[src/rtl/seq_divider32.sv]
// -----------------------------------------------------------------------------
// seq_divider32
//   Iterative restoring divider. Computes QUOT = A / B and REM = A % B for
//   signed (two's-complement) or unsigned operands under a start/done
//   handshake. Only one division is in flight at a time.
//
//   The quotient truncates toward zero and the remainder takes the sign of
//   the dividend. A zero divisor takes a short path that reports
//   div_by_zero, an all-ones quotient and the raw dividend as the remainder.
//
//   Optional build macro:
//     DIV_RADIX4_EN  retire two quotient bits per CALC edge (two cascaded
//                    trial subtracts); latency WIDTH/2+1 instead of WIDTH+1.
//
// Ports
//   clk          rising-edge clock
//   rst_n        asynchronous active-low reset (aborts any operation)
//   start        request, sampled only while busy=0
//   A, B         dividend / divisor, sampled with start
//   alu_signed   1 = two's-complement operands, 0 = unsigned
//   busy         division in progress
//   done         one-cycle pulse, results valid from this cycle
//   div_by_zero  B was zero; valid with done, held
//   QUOT, REM    quotient / remainder, held until the next done
// -----------------------------------------------------------------------------
module seq_divider32 #(
    parameter int WIDTH = 32
) (
    input  logic             clk,
    input  logic             rst_n,
    input  logic             start,
    input  logic [WIDTH-1:0] A,
    input  logic [WIDTH-1:0] B,
    input  logic             alu_signed,
    output logic             busy,
    output logic             done,
    output logic             div_by_zero,
    output logic [WIDTH-1:0] QUOT,
    output logic [WIDTH-1:0] REM
);

    localparam int CW = $clog2(WIDTH);
`ifdef DIV_RADIX4_EN
    localparam logic [CW-1:0] CNT_INIT = CW'(WIDTH/2 - 1);
`else
    localparam logic [CW-1:0] CNT_INIT = CW'(WIDTH - 1);
`endif

    typedef enum logic [1:0] {
        IDLE = 2'd0,
        CALC = 2'd1,
        FIX  = 2'd2,
        DBZ  = 2'd3
    } state_t;

    // One restoring step: shift {rem,quot} left, trial-subtract the divisor
    // with one extra bit so the borrow is visible, keep the difference if it
    // did not go negative. Returns {rem_next, quot_next}.
    function automatic logic [2*WIDTH-1:0] div_step(
        input logic [WIDTH-1:0] rem_in,
        input logic [WIDTH-1:0] quot_in,
        input logic [WIDTH-1:0] dvs
    );
        logic [WIDTH:0] shifted;
        logic [WIDTH:0] diff;
        shifted = {rem_in, quot_in[WIDTH-1]};
        diff    = shifted - {1'b0, dvs};
        if (diff[WIDTH]) begin
            // Negative: shifted < dvs, so it still fits in WIDTH bits.
            div_step = {shifted[WIDTH-1:0], quot_in[WIDTH-2:0], 1'b0};
        end else begin
            div_step = {diff[WIDTH-1:0], quot_in[WIDTH-2:0], 1'b1};
        end
    endfunction

    state_t           state_r, state_s;
    logic [WIDTH-1:0] rem_r, rem_s;       // partial remainder
    logic [WIDTH-1:0] quot_r, quot_s;     // dividend shifting out, quotient shifting in
    logic [WIDTH-1:0] dvs_r, dvs_s;       // divisor magnitude
    logic [CW-1:0]    cnt_r, cnt_s;
    logic             qsign_r, qsign_s;
    logic             rsign_r, rsign_s;
    logic             busy_r, busy_s;
    logic             done_r, done_s;
    logic             dbz_r, dbz_s;
    logic [WIDTH-1:0] quot_out_r, quot_out_s;
    logic [WIDTH-1:0] rem_out_r, rem_out_s;
    logic [2*WIDTH-1:0] step1_s;
    logic [2*WIDTH-1:0] step_s;
`ifdef DIV_RADIX4_EN
    logic [2*WIDTH-1:0] step2_s;
`endif

    // Datapath step for the current CALC edge (one or two quotient bits).
    always_comb begin
        step1_s = div_step(rem_r, quot_r, dvs_r);
`ifdef DIV_RADIX4_EN
        step2_s = div_step(step1_s[2*WIDTH-1:WIDTH], step1_s[WIDTH-1:0], dvs_r);
        step_s  = step2_s;
`else
        step_s  = step1_s;
`endif
    end

    // Next-state and next-output logic.
    always_comb begin
        state_s    = state_r;
        rem_s      = rem_r;
        quot_s     = quot_r;
        dvs_s      = dvs_r;
        cnt_s      = cnt_r;
        qsign_s    = qsign_r;
        rsign_s    = rsign_r;
        busy_s     = busy_r;
        done_s     = 1'b0;
        dbz_s      = dbz_r;
        quot_out_s = quot_out_r;
        rem_out_s  = rem_out_r;

        case (state_r)
            IDLE: begin
                if (start) begin
                    busy_s = 1'b1;
                    if (B == {WIDTH{1'b0}}) begin
                        // Keep the raw dividend; it becomes REM.
                        state_s = DBZ;
                        quot_s  = A;
                    end else begin
                        state_s = CALC;
                        quot_s  = (alu_signed && A[WIDTH-1]) ? ({WIDTH{1'b0}} - A) : A;
                        dvs_s   = (alu_signed && B[WIDTH-1]) ? ({WIDTH{1'b0}} - B) : B;
                        qsign_s = alu_signed & (A[WIDTH-1] ^ B[WIDTH-1]);
                        rsign_s = alu_signed & A[WIDTH-1];
                        rem_s   = {WIDTH{1'b0}};
                        cnt_s   = CNT_INIT;
                    end
                end else begin
                    state_s = IDLE;
                end
            end
            CALC: begin
                rem_s  = step_s[2*WIDTH-1:WIDTH];
                quot_s = step_s[WIDTH-1:0];
                cnt_s  = cnt_r - 1'b1;
                if (cnt_r == {CW{1'b0}}) begin
                    state_s = FIX;
                end else begin
                    state_s = CALC;
                end
            end
            FIX: begin
                // The -2^(W-1)/-1 case lands here with magnitude 2^(W-1)
                // and a positive sign, which wraps to the expected value.
                quot_out_s = qsign_r ? ({WIDTH{1'b0}} - quot_r) : quot_r;
                rem_out_s  = rsign_r ? ({WIDTH{1'b0}} - rem_r) : rem_r;
                done_s     = 1'b1;
                busy_s     = 1'b0;
                dbz_s      = 1'b0;
                state_s    = IDLE;
            end
            DBZ: begin
                quot_out_s = {WIDTH{1'b1}};
                rem_out_s  = quot_r;
                done_s     = 1'b1;
                busy_s     = 1'b0;
                dbz_s      = 1'b1;
                state_s    = IDLE;
            end
            default: begin
                busy_s  = 1'b0;
                state_s = IDLE;
            end
        endcase
    end

    // State and datapath registers.
    always_ff @(posedge clk or negedge rst_n) begin
        if (!rst_n) begin
            state_r    <= IDLE;
            rem_r      <= {WIDTH{1'b0}};
            quot_r     <= {WIDTH{1'b0}};
            dvs_r      <= {WIDTH{1'b0}};
            cnt_r      <= {CW{1'b0}};
            qsign_r    <= 1'b0;
            rsign_r    <= 1'b0;
            busy_r     <= 1'b0;
            done_r     <= 1'b0;
            dbz_r      <= 1'b0;
            quot_out_r <= {WIDTH{1'b0}};
            rem_out_r  <= {WIDTH{1'b0}};
        end else begin
            state_r    <= state_s;
            rem_r      <= rem_s;
            quot_r     <= quot_s;
            dvs_r      <= dvs_s;
            cnt_r      <= cnt_s;
            qsign_r    <= qsign_s;
            rsign_r    <= rsign_s;
            busy_r     <= busy_s;
            done_r     <= done_s;
            dbz_r      <= dbz_s;
            quot_out_r <= quot_out_s;
            rem_out_r  <= rem_out_s;
        end
    end

    assign busy        = busy_r;
    assign done        = done_r;
    assign div_by_zero = dbz_r;
    assign QUOT        = quot_out_r;
    assign REM         = rem_out_r;

endmodule

[config.mk]
export PLATFORM = sky130hd
export DESIGN_NAME = seq_divider32
export DESIGN_NICKNAME = d
export VERILOG_FILES = /design/src/rtl/seq_divider32.sv
export SDC_FILE = /design/constraint.sdc
export NUM_CORES = 1
export LEC_CHECK = 0
export CAP_MARGIN = 10
export CELL_PAD_IN_SITES_DETAIL_PLACEMENT = 1
export CELL_PAD_IN_SITES_GLOBAL_PLACEMENT = 1
export CORE_MARGIN = 1.5
export CORE_UTILIZATION = 43
export DETAILED_ROUTE_END_ITERATION = 12
export PLACE_DENSITY = 0.86
export SLEW_MARGIN = 20
export SYNTH_ARGS = -nofsm -noshare
export SYNTH_HDL_FRONTEND = slang
export SYNTH_SLANG_ARGS = --single-unit
[constraint.sdc]
create_clock -name clk -period 3.9 [get_ports clk]
set_clock_uncertainty 0.2 [all_clocks]
set_input_delay 0.78 -clock clk [delete_from_list [all_inputs] [get_ports clk]]
set_output_delay 0.78 -clock clk [all_outputs]
set_load 0.01 [all_outputs]
# Word-level counts from Yosys, hierarchy flattened
# Index checks and enable logic that the tools add are counted.
# totals
regBits,172
latch_bits,0
mem_bits_rw,0
mem_bits_ro,0
output_inout_bits,67
n_memories,0
# classes
add_sub_neg,6
multipliers,0
div_mod_pow,0
n_lt_le_gt_ge,0
eq_ne,5
shift,0
n_mux,24
bitwise_logic,4
reduce_logical,13
# op_table
op,n
two-way mux 32 bit,8
case mux 32 bit (2 select lines),4
"subtractor 1 x 32 -> 32 bit, first input constant",4
two-way mux 64 bit,1
subtractor 33 x 32 -> 33 bit,1
zero test 32 bit,1
two-way mux 5 bit,2
case mux 5 bit (2 select lines),1
two-way mux 2 bit,3
case mux 2 bit (3 select lines),1
AND reduction 3 bit,2
nonzero test 2 bit,3
zero test 5 bit,1
"subtractor 5 x 1 -> 5 bit, second input constant",1
"== test 2 bit, second input constant",2
"inequality test 2 bit, second input constant",2
case mux 1 bit (2 select lines),2
AND reduction 2 bit,2
AND 1 bit,2
"== test 2 x 1 -> 1 bit, second input constant",1
logical AND 1 bit,2
zero test 2 bit,1
two-way mux 1 bit,2
OR reduction 2 bit,1
other kinds (2),2

# Logic depth before layout (Yosys ltp)
# Gate-level depths: netlist of the first run.
# depth
word_depth,5
ltp_mapped,14
depth_no_buf,12

# Worst setup path before layout of the first run
# No wires, ideal clock.
# synth_timing
kind,input -> register
startpoint,input B[23]
endpoint,register quot_r[6]
setup_time_ns,0.137
arrival_ns,3.071
path_slack_ns,0.492
cell_stages,11
n_path_buf,3
cell_sequence,or3_4 -> or3_1 -> or4_1 -> or3_1 -> buf_2 -> nor2b_4 -> buf_6 -> buf_6 -> o41ai_1 -> xor2_1 -> a21oi_1
# synth_between
elab_chain_cells,4
# synth_rtl
item,line_no,rtl
from (decl),33,"input logic [WIDTH-1:0] B,"
zero test 32 bit,124,if (B == {WIDTH{1'b0}}) begin
two-way mux 32 bit,124,
two-way mux 32 bit,122,if (start) begin
case mux 32 bit (2 select lines),120,case (state_r)
to (signal assigned),181,quot_r <= {WIDTH{1'b0}};
to (signal assigned),194,quot_r <= quot_s;
to (decl),78,"logic [WIDTH-1:0] quot_r, quot_s;"
# Every way passes these cells. The select of a mux whose other input is x is not followed.
# A chain may end at the register's enable or synchronous reset.

# Worst setup path in the final report of the first run
# layout_timing
startpoint,register quot_r[31]
endpoint,register rem_r[11]
# layout_between
elab_chain_cells,3
# layout_rtl
item,line_no,rtl
subtractor 33 x 32 -> 33 bit,67,"diff = shifted - {1'b0, dvs};"
two-way mux 64 bit,68,if (diff[WIDTH]) begin
case mux 32 bit (2 select lines),120,
to (signal assigned),180,rem_r <= {WIDTH{1'b0}};
to (signal assigned),193,rem_r <= rem_s;
to (decl),77,"logic [WIDTH-1:0] rem_r, rem_s;"
# Every way passes these cells.

==> impl_metrics.toml, run 1 <==
[outcome]
status = "finished, final reports clean"

[drt]
drt-total-wl_um = 36000
first_pass_iters = 5
drc = 0
viasPerCell = 5.87
wire_per_inst_um = 19.8
vias = 10600
first_iter_violations = 846
ant_nets = 0

[floorplanning]
die_x_um = 166
start_util_pct = 43.7
die-area_um2 = 27400
rows = 59
io_pins = 135
coreArea_um2 = 26000
die_h_um = 166

[worst_setup_path]
cp_num_cells = 13
reg2reg_from = "quot_r[31]$_DFFE_PN0P_"
critical_path.max_stage_delay_ns = 0.41
worst-path-buf-inv = 2
r2r_slack_ns = 0.12
crit_family = "compound AO/OA/AOI/OAI gates"
r2r_end = "rem_r[11]$_DFFE_PN0P_"
cp_max_fo = 6
critPathRequiredTime_ns = 3.99
reg2reg_depth = 13
cp-end-kind = "flop"
crit_chain = "inv_1 -> ha_1 -> fa_1 -> nand2b_1 -> a21oi_1 -> nor3b_1 -> o21ai_1 -> a41o_1 -> a31o_2 -> xor2_2 -> buf_4 -> mux2i_1 -> o21ai_0"
crit_arrival_ns = 3.87
crit_path_top_delay_cell = "fa_1"
cp-start-kind = "flop"
worstSetupPathType = "reg2reg"

[cells_and_area]
area_growth_pct = 22.4
fillerInstances = 3044
fin_nets = 1573
drive_gt1_share_pct = 8.78
final_util_pct = 53.5
multi_input_area_um2 = 6500
regArea_um2 = 4310
n_antenna_cell = 0

[timing]
fmax_mhz = 265
slew_viol_final = 0
fin_setup_tns_ns = 0
period_share_pct = 96.9
tightest_slew_ns = 0.997
finalWorstSetupSlack_ns = 0.120
fin_crit_ns = 3.78
rsz0062_at_grt = "no"
relSlewSlack_pct = 33.6
final-setup-viol-count = 0
hold_viol = 0

[logic_synthesis]
synthCells = 1330
synth.most_common_cell = "dfrtp_1"
netlist_top_cells_count = "172 x dfrtp_1, 136 x a21oi_1, 132 x o21ai_0"
ys_seq_area_share_pct = 37.9
synth-edff-count = 0
synth_top_area_share_pct = 37.9
ys_warn_count = 0
syn-num-nets = 1436
synth_cell_type_count = 68
ys.flop_type = "dfrtp_1"
synth-async-reset-ratio_pct = 100
syn_area_um2 = 11400
synthTopCellsByArea = "dfrtp_1 38%, xor2_1 6.7%, a21oi_1 6.0%, o21ai_0 5.8%, xnor2_1 4.9%"
avgSynthCellArea_um2 = 8.54
ys_ff_latch = 172
yosysTopAreaCell = "dfrtp_1"

[power_and_ir_drop]
seqPwrFrac_pct = 28.7
leakagePower_nw = 5.84
p_clk_share_pct = 12.7
pwr-share-comb_pct = 58.5
ir_drop_v = 0.000367
p_sw_w = 0.00621
p_int_w = 0.00695
p_per_area_nw_per_um2 = 947
swShare_pct = 47.2

[min_path]
hold_class = "in2async"

[clocking]
clock_path_buffers = 2
cts_root_buf = "clkbuf_16"
cts_resized = 0
cts.sinks = 172
cts_tree = "done"
cts_setup_buffers = 0
postCtsHoldBufs = 0
h-tree-depth = 4
clk_pin_slew_ns = 0.08
cts_made_buffers = 17
clk_latency_ns = 0.44

[placement]
io_buffers = 134
gp_congestion = 0.899
preCtsSetupSlack_ns = -0.132
dpl.hpwl_um = 26400

[global_routing]
grtUsageMet2_pct = 46.0
grt_pass1_wl_um = 57800
grt_busiest_layer = "met2"
grt_max_degree = 75
track_usage_pct = 26.8
use_met1_pct = 34.6
gr-total-overflow = 0
grt_pass1_vias = 11200
grt_antenna_before_repair = 0
use_met3_pct = 3.20

[run]
cap_violations = 0
[registers in the layout, indices dropped and copies added (netlist names)]
name	flops
cnt_r	5
dvs_r	32
QUOT	32
rem_r	32
qsign_r	1
div_by_zero	1
state_r	2
quot_r	32
done	1
busy	1
REM	32
rsign_r	1
[layer usage]
| layer | part of all wire (%) | wire (µm) |
|---|---|---|
| met5 | 0 | 0 |
| met4 | 2.8 | 995 |
| met3 | 5.4 | 1940 |
| met2 | 49 | 17600 |
| met1 | 43 | 15500 |
[cell usage in the layout (no fill, tap or decap), drive strengths merged, types with 5 or more instances in the layout]
cell type	synthesis	final
nand3	18	18
o21a	5	5
o22ai	12	12
o41ai	18	18
nor4	12	12
nor3	21	21
mux2i	24	24
a31oi	6	6
or2	5	5
buf	19	61
clkdlybuf4s50	0	133
a21oi	136	136
o21ai	136	136
a22oi	18	18
dfrtp	172	172
clkbuf	57	17
xnor2	64	64
nor2b	8	8
ha	37	37
o211ai	11	11
nor2	128	128
a21o	10	10
or3	17	17
inv	71	79
nand2	103	103
clkinv	0	5
o31ai	23	23
a32oi	12	12
nand2b	28	28
mux2	10	10
xor2	87	87
or4	15	15
[through the flow]
step	std cells	hold WS [ns]	area, µm²	power [W]
after floorplan	1330	0.239	11400	0.00854
after global placement	1783	0.256	13300	0.0108
after detailed placement	1783	0.271	13300	0.0112
after CTS	1815	0.182	13900	0.0131
after global routing	1815	0.202	13900	0.0141
final	1815	0.153	13900	0.0132
[final cells by class]
| type | instances | area share [%] |
|---|---|---|
| Tap cell | 335 | 3.02 |
| Inverter | 71 | 1.92 |
| Sequential cell | 172 | 31.0 |
| Multi-Input combinational cell | 1011 | 46.7 |
| Clock buffer | 17 | 3.06 |
| Clock inverter | 15 | 1.08 |
| Timing Repair Buffer | 194 | 13.2 |
[worst register-to-register path: stages (launching register included)]
cell	delay [ns]
dfrtp_1	0.38
inv_1	0.14
ha_1	0.26
fa_1	0.41
nand2b_1	0.20
a21oi_1	0.20
nor3b_1	0.08
o21ai_1	0.25
a41o_1	0.25
a31o_2	0.24
xor2_2	0.36
buf_4	0.25
mux2i_1	0.25
o21ai_0	0.15
[kinds of logic (layout without fill, tap and decap cells)]
| kind of cell | Yosys count | count (layout) | synth area share (%) |
|---|---|---|---|
| AO/OA/AOI/OAI | 414 | 414 | 22.1 |
| AND/OR/NAND/NOR | 374 | 374 | 15.9 |
| flip-flops | 172 | 172 | 37.9 |
| XOR/XNOR | 151 | 151 | 11.6 |
| buffers and inverters | 147 | 297 | 5.12 |
| adder cells (fa/ha/maj) | 38 | 38 | 4.25 |
| multiplexers | 34 | 34 | 3.11 |
[how the worst max path moves through the flow]
| stage | startpoint | to | slack [ns] |
|---|---|---|---|
| final | quot_r[31]$_DFFE_PN0P_ | rem_r[11]$_DFFE_PN0P_ | 0.12 |
| after global routing | quot_r[31]$_DFFE_PN0P_ | rem_r[29]$_DFFE_PN0P_ | 0.04 |
| after CTS | rem_r[7]$_DFFE_PN0P_ | rem_r[31]$_DFFE_PN0P_ | 0.17 |
| after detailed placement | B[23] | cnt_r[4]$_DFFE_PN0P_ | -0.13 |
| after global placement | B[23] | cnt_r[4]$_DFFE_PN0P_ | -0.05 |
| after floorplan | B[23] | quot_r[6]$_DFFE_PN0P_ | 0.49 |
[power groups by stage]
stage / registers, W / logic [W] / clock network (W)
after floorplan: 0.00347 / 0.00507 / 0
after global placement: 0.00369 / 0.00708 / 0
final: 0.00378 / 0.00770 / 0.00168
after CTS: 0.00375 / 0.00764 / 0.00170
after detailed placement: 0.00376 / 0.00745 / 0
after global routing: 0.00389 / 0.00848 / 0.00177
(Power assumes the default switching activity.)
==> run 2, diff against run 1 <==
- CTS_BUF_LIST: default -> sky130_fd_sc_hd__clkbuf_16
==> results of run 2 <==
Same layout as run 1: the final DEF is identical, and so are final timing and power.
==> run 3, diff against run 2 <==
- CORE_MARGIN: 1.5 -> default
- clock period: 3.9 -> 3.6 ns (I/O delays scaled with it)
==> impl_metrics.toml, run 3 (synthesis gave the netlist of run 1 again) <==
[timing]
fin_crit_ns = 3.51
slew_viol_final = 0
whs_ns = 0.0341
fmax_mhz = 285
period_share_pct = 97.6
rsz0062_at_grt = "no"
tightest_slew_ns = 1.04
relSlewSlack_pct = 30.6
hold_viol = 0
final-setup-viol-count = 0

[power_and_ir_drop]
p_int_w = 0.00791
p_clk_share_pct = 13.4
p_per_area_nw_per_um2 = 1040
swShare_pct = 46.1
ir_drop_v = 0.000437
power_w = 0.0147
seqPwrFrac_pct = 27.5
leakagePower_nw = 5.98
p_sw_w = 0.00676
pwr-share-comb_pct = 59.1

[worst_setup_path]
worstSetupPathType = "in2reg"
critPathRequiredTime_ns = 3.74
cp-end-kind = "flop"
cp-start-kind = "primary input"
crit_chain = "clkdlybuf4s50_1 -> or4_1 -> or3_1 -> or3_1 -> nor2_1 -> nand3_1 -> nor4_2 -> buf_4 -> nor2_1 -> xnor2_1 -> o21ai_0"
crit_family = "simple AND/OR/NAND/NOR gates"
crit_arrival_ns = 3.65
crit_path_top_delay_cell = "or4_1"
worst-path-buf-inv = 2
critical_path.max_stage_delay_ns = 0.60
cp_max_fo = 3

[clocking]
cts.sinks = 172
cts_tree = "done"
cts_root_buf = "clkbuf_16"
clk_pin_slew_ns = 0.08
h-tree-depth = 4
clk_latency_ns = 0.44
cts_made_buffers = 17
postCtsHoldBufs = 0
clock_path_buffers = 2

[floorplanning]
rows = 59
die_h_um = 165
start_util_pct = 43.7
die-area_um2 = 27100
coreArea_um2 = 26000
die_x_um = 165
io_pins = 135

[drt]
first_iter_violations = 1013
viasPerCell = 5.88
first_pass_iters = 5
vias = 10800
drc = 0
drt-total-wl_um = 36500
ant_nets = 0
wire_per_inst_um = 19.8

[cells_and_area]
fillerInstances = 3048
most-common-layout-cells = "170 x dfrtp_1, 135 x a21oi_1, 133 x clkdlybuf4s50_1"
n_antenna_cell = 0
drive_gt1_share_pct = 10.5
area_growth_pct = 24.5
fin_nets = 1598
final_common_cell = "dfrtp_1"
final_util_pct = 54.4

[global_routing]
grt_antenna_before_repair = 0
grt_pass1_vias = 11200
grt_max_degree = 70
track_usage_pct = 27.8
grt_pass1_wl_um = 59200
gr-total-overflow = 0

[run]
cap_violations = 0

[placement]
io_buffers = 134
gp_congestion = 0.927
dpl.hpwl_um = 26400

[outcome]
status = "finished, final reports clean"

[min_path]
hold_class = "in2async"
[run 3: cell types whose count changed in the layout (fill, tap and decap cells not counted), moves of 2 or more]
| cell | change |
|---|---|
| clkinv_8 | -2 |
| o21ai_0 | -3 |
| bufinv_16 | +3 |
| inv_8 | -4 |
| buf_4 | +24 |
| inv_6 | +3 |
| o21ai_2 | +2 |
[run 3: path summary, 6_finish.rpt]
check                                             from                     end  slack [ns]  cells after the start
max in group asynchronous                        rst_n   dvs_r[31]$_DFFE_PN0P_        2.32                      2
worst min-delay path                             rst_n     QUOT[5]$_DFFE_PN0N_        0.03                      1
worst max-delay path                              A[6]  quot_r[26]$_DFFE_PN0P_        0.09                     11
worst max register to register  quot_r[31]$_DFFE_PN0P_    rem_r[7]$_DFFE_PN0P_        0.15                     14
min in group clk                 dvs_r[31]$_DFFE_PN0P_   dvs_r[31]$_DFFE_PN0P_        0.27                      2
worst min register to register   dvs_r[31]$_DFFE_PN0P_   dvs_r[31]$_DFFE_PN0P_        0.27                      2
[run 3: area by class of cell]
class | instances | area (µm²) | share of cell area [%]
Clock buffer | 17 | 425 | 3.01
Clock inverter | 15 | 184 | 1.30
Inverter | 71 | 267 | 1.89
Multi-Input combinational cell | 1011 | 6510 | 46.1
Sequential cell | 172 | 4310 | 30.5
Tap cell | 335 | 419 | 2.96
Timing Repair Buffer | 219 | 2020 | 14.3
[run 3: worst reg2reg max path, delay by kind of cell, from the launching register on]
family,cells,cell delay [ns]
AO/OA/AOI/OAI,5,0.97
buffers and inverters,3,0.45
XOR/XNOR,1,0.14
multiplexers,1,0.19
AND/OR/NAND/NOR,2,0.28
flip-flops,1,0.40
adder cells (fa/ha/maj),2,0.68
[run 3: through the flow]
| step | area, µm² | cells | setup WS [ns] | TNS, ns |
|---|---|---|---|---|
| floorplan | 11400 | 1330 | 0.252 | 0 |
| global placement | 13500 | 1807 | -0.240 | -16.25 |
| detailed placement | 13500 | 1807 | -0.329 | -22.05 |
| CTS | 14100 | 1840 | 0.0149 | 0 |
| global route | 14100 | 1840 | 0.00249 | 0 |
| finish | 14100 | 1840 | 0.0861 | 0 |
[run 3: what timing repair did]
item	in CTS	in global routing
gates resized for setup	2	9
endpoints found under the setup margin	13	34
pin swaps	3	1
setup buffers	1	0
cloned	0	0
[run 3: power by group through the flow]
stage                     clock (W)  combinational [W]  sequential, W
after floorplan                   0            0.00550        0.00376
after global placement            0            0.00791        0.00394
after detailed placement          0            0.00834        0.00402
after CTS                   0.00198            0.00861        0.00400
after global routing        0.00206            0.00953        0.00416
final                       0.00196            0.00868        0.00403
[run 3: layer usage]
metal	share of wire (%)	GRT usage, %	vias up	routed length (µm)
met5	0	0	-	0
met4	1.8	8.63	0	661
met3	5.2	3.82	55	1880
met2	50	48.2	372	18100
met1	43	35.8	5357	15800
li1	-	-	5032	-
